`config.mk`:
```
export PLATFORM = sky130hd
export DESIGN_NAME = encoder42_reg
export DESIGN_NICKNAME = d
export VERILOG_FILES = /design/src/rtl/encoder42_reg.sv
export SDC_FILE = /design/constraint.sdc
export NUM_CORES = 1
export LEC_CHECK = 0
export ABC_AREA = 0
export CAP_MARGIN = 30
export CELL_PAD_IN_SITES_DETAIL_PLACEMENT = 1
export CELL_PAD_IN_SITES_GLOBAL_PLACEMENT = 1
export CORE_MARGIN = 1
export CORE_UTILIZATION = 37
export DETAILED_ROUTE_END_ITERATION = 8
export PLACE_DENSITY_LB_ADDON = 0.1
export SETUP_SLACK_MARGIN = 0.15
export SLEW_MARGIN = 5
export SYNTH_ARGS = -nofsm -noshare
export SYNTH_HDL_FRONTEND = slang
export SYNTH_SLANG_ARGS = --single-unit
```
`constraint.sdc`:
```
create_clock -name clk -period 3.9 [get_ports clk]
set_clock_uncertainty 0.05 [all_clocks]
set_input_delay 1.17 -clock clk [delete_from_list [all_inputs] [get_ports clk]]
set_output_delay 1.17 -clock clk [all_outputs]
set_load 0.02 [all_outputs]
```
`src/rtl/encoder42_reg.sv`:
```
// Registered 4-to-2 priority event encoder: captures rising edges on d3..d0,
// queues them as pending bits and presents them one at a time under ack handshake.
module encoder42_reg (
    input  logic clk,
    input  logic rst,
    input  logic e,
    input  logic d0,
    input  logic d1,
    input  logic d2,
    input  logic d3,
    input  logic ack,
    output logic a,
    output logic b,
    output logic v,
    output logic ovf
);

    localparam int unsigned NUM_LINES = 4;
    localparam int unsigned CODE_W    = 2;

    typedef enum logic {
        ST_IDLE = 1'b0,
        ST_HOLD = 1'b1
    } state_t;

    state_t                 r_state;
    state_t                 w_state_nxt;
    logic [NUM_LINES-1:0]   r_prev;
    logic [NUM_LINES-1:0]   r_pending;
    logic [NUM_LINES-1:0]   w_d;
    logic [NUM_LINES-1:0]   w_event;
    logic [NUM_LINES-1:0]   w_sel;
    logic [NUM_LINES-1:0]   w_clr;
    logic [CODE_W-1:0]      w_code;
    logic                   w_any;
    logic                   w_load;

    assign w_d     = {d3, d2, d1, d0};
    assign w_event = e ? (w_d & ~r_prev) : '0;
    assign w_any   = |r_pending;

    // Highest set pending bit, as a one-hot select and its binary index
    always_comb begin
        w_sel  = '0;
        w_code = '0;
        if (r_pending[3]) begin
            w_sel  = 4'b1000;
            w_code = 2'd3;
        end else if (r_pending[2]) begin
            w_sel  = 4'b0100;
            w_code = 2'd2;
        end else if (r_pending[1]) begin
            w_sel  = 4'b0010;
            w_code = 2'd1;
        end else if (r_pending[0]) begin
            w_sel  = 4'b0001;
            w_code = 2'd0;
        end
    end

    always_ff @(posedge clk or posedge rst) begin
        if (rst) begin
            r_state <= ST_IDLE;
        end else begin
            r_state <= w_state_nxt;
        end
    end

    always_comb begin
        w_state_nxt = r_state;
        case (r_state)
            ST_IDLE: if (w_any)         w_state_nxt = ST_HOLD;
            ST_HOLD: if (ack && !w_any) w_state_nxt = ST_IDLE;
            default:                    w_state_nxt = ST_IDLE;
        endcase
    end

    // A new code is taken whenever the presented slot is free or being released
    always_comb begin
        w_load = 1'b0;
        case (r_state)
            ST_IDLE: w_load = w_any;
            ST_HOLD: w_load = ack && w_any;
            default: w_load = 1'b0;
        endcase
        w_clr = w_load ? w_sel : '0;
    end

    always_ff @(posedge clk or posedge rst) begin
        if (rst) begin
            r_prev    <= '0;
            r_pending <= '0;
            a         <= 1'b0;
            b         <= 1'b0;
            v         <= 1'b0;
            ovf       <= 1'b0;
        end else begin
            r_prev    <= w_d;
            // Set after clear, so a re-trigger on the consuming edge survives
            r_pending <= (r_pending & ~w_clr) | w_event;
            ovf       <= ovf | (|(w_event & r_pending & ~w_clr));
            v         <= (w_state_nxt == ST_HOLD);
            if (w_load) begin
                {a, b} <= w_code;
            end else if (w_state_nxt == ST_IDLE) begin
                {a, b} <= 2'b00;
            end
        end
    end

endmodule

```
==> results.md <==
* Largest net degree at the start of global routing at 13
* Share of post-route cells with drive strength above 1 at between 10% and 20%
* Post-Synthesis Cells at 42
* Die Y at a little under 40 µm
* Vias per cell at about 5.3
* Max clock buf depth at 2
* Buf/Inv on CP at 1
* CTS tree: built
* Final nets at 66
* Critical path's top delay family: buffers and inverters
* FF+latch count, synth at 12
* Core Region at around 0.0012 mm²
* Post-route insts no fill at 70
* RSZ-0062 raised after global routing: false
* Clock slew at reported path FFs at roughly 0.070 ns
* Postcts setup bufs at 0
* Setup violators final at 0
* Power share of the clock group at about a quarter
* Worst-skew pair later-pin latency at between 0.2 and 0.3 ns
* Sequential fraction of design power at 52.7%
* CTS H-tree lvls at 1
* Aggregate global-route resource usage at a little under a fifth
* Final min period at 2.51 ns
* Post-DRT Antenna Nets at 0
* IO Port Bufs at 11
* P_sw at roughly 0.08 mW
* Cell with the largest stage delay on the worst path: clkdlybuf4s50_1
* Comb pwr share at approximately 23%
* Max incr delay on CP at approximately 0.63 ns
* Max-cap violation count at 0
* Hold Buf Count CTS at 0
* Post-Syn Area at between 400 and 500 µm²
* Critical path type: reg2out
* Ys Warns at 0
* Diodes inserted at 0
* Max Fclk at 398 MHz
* CTS resizes at 0
* Distinct cells, synth at 18
* # rows at 12
* Number of global-route vias before repair at between 300 and 400
* Lkg Pwr at 0.285 nW
* Period utilization at between 60 and 70%
* # DRC at 0
* First-pass GRT wire length at 1670 µm
* Hold Path Class: reg2reg
* Die Span X at around 38 µm
* Startpoint Class: register
* Critical-path cell list: clkdlybuf4s50_1
* Initial core utilization at 41.9%
* Vias post-DR at 368
* Peak supply drop at roughly 0.00019 V
* Status: finished, final reports clean
* Critical Path AT at 1.29 ns
* Number of fill cells at between 100 and 150
* Area grow syn2layout at 30.6%
* Register Area at between 300 and 400 µm²
* Area of the multi-input gates at about 180 µm²
* Routability cong. at 0.779
* Total congestion overflow at 0
* Final hold vios at 0
* Critical Path RT at approximately 2.7 ns
* Worst-Margin Slew at about 0.43 ns
* Slew margin rel. at between 70% and 80%
* Crit path max fanout at 3
* Number of CTS-inserted buffers at 3
* Slew Viols, Final at 0
* Sw Share at between 20% and 30%
* Pre-Repair DR Iteration Count at 5
* Io pins at 12
* Wire per inst at approximately 14 µm
* First DRT Iteration DRCs at 8
* Setup TNS at 0 ns
* Clock sink count at 12
* Worst setup EP type: output port
* DP HPWL at ~780 µm
* Syn Area/Cell at about 12 µm²
* PwrDens at between 400 and 500 mW/mm²
* Post-synthesis sequential area ratio at 61.2%
* Clk root buf: clkbuf_4
* Die Area at 0.00148 mm²
* DRT Wirelength at about 1000 µm
* DP Cell Count at 67
* Initial antenna violation count at 0
* Syn nets at 50
* Internal Power at 0.212 mW
## final cells by class
type | count | share of cell area (%)
sequential | 12 | 46.9
multi-input combinational | 27 | 27.9
tap | 14 | 2.73
timing repair buffer | 11 | 17.2
clock buffer | 3 | 3.52
inverter | 3 | 1.76
## power groups by stage
stage | registers (mW) | clock network (mW) | logic, mW
3_5_place_dp | 0.157 | 0 | 0.0669
6_report | 0.154 | 0.0726 | 0.0658
5_1_grt | 0.156 | 0.0791 | 0.0726
3_3_place_gp | 0.155 | 0 | 0.0648
2_1_floorplan | 0.163 | 0 | 0.0269
4_1_cts | 0.154 | 0.0760 | 0.0672
## worst paths after layout
| path | startpoint | end | slack, ns | depth (start not counted) |
|---|---|---|---|---|
| hold reg to reg | ovf | ovf | 0.46 | 2 |
| setup / recovery | v | v | 1.39 | 1 |
| setup reg to reg | v | r_pending[0] | 2.58 | 4 |
| hold / removal | ovf | ovf | 0.46 | 2 |
| min in group asynchronous | rst | r_prev[3] | 1.14 | 2 |
| max in group asynchronous | rst | r_prev[1] | 2.35 | 2 |
## stage by stage
step,total power [mW],utilization (%),hold slack (ns),area (µm²),worst slack (ns)
floorplan,0.190,-,0.399,490,1.84
global placement,0.219,52.8,0.420,618,1.31
detailed placement,0.224,52.8,0.445,618,1.28
CTS,0.298,54.7,0.472,641,1.37
global route,0.308,54.7,0.498,641,1.33
finish,0.293,54.7,0.463,641,1.39
## logic make-up (layout without fill, tap and decap cells)
family / count (synthesis) / count (layout) / share of synthesized area (%)
AOI/OAI and AO/OA: 9 / 9 / 12.5
buffers and inverters: 3 / 17 / 2.30
DFF: 12 / 12 / 61.2
and+or+nand+nor: 18 / 18 / 24.0
## routing by layer
metal	vias to the layer above	wire length (µm)	global-route usage [%]
met5	-	0	0
met4	0	27	12.9
met3	4	64	5.23
met2	12	487	30.1
met1	175	398	19.8
li1	177	-	-
## synth_stat cells (all sizes together)
library cell	count	area, µm²
nand2	3	11.3
nor2	3	11.3
inv	3	11.3
nor2b	2	12.5
and4	1	8.76
and3	2	12.5
nand4	1	6.26
nand2b	2	27.5
a22oi	1	7.51
or2	1	6.26
a32o	1	10.0
o21ai	3	15.0
a21oi	2	10.0
a22o	1	8.76
or3	1	6.26
o22a	1	10.0
dfrtp	12	300
nand3b	2	15.0
## placed cells by master, fill, tap and decap left out
master	n
or2_1	1
a21oi_1	2
inv_1	3
o21ai_0	3
o22a_2	1
nand2b_4	2
a22o_1	1
dfrtp_1	12
a32o_1	1
nor2_1	3
clkbuf_4	3
nand3b_1	2
and4_1	1
or3_1	1
nand2_1	3
nand4_1	1
nor2b_1	2
a22oi_1	1
clkdlybuf4s50_1	11
and3_1	2
## registers in the layout (all words and copies together) (netlist names)
signal / cells
ovf: 1
r_pending: 4
r_prev: 4
a: 1
v: 1
b: 1
Note: power is estimated with default switching activity, not from simulation.
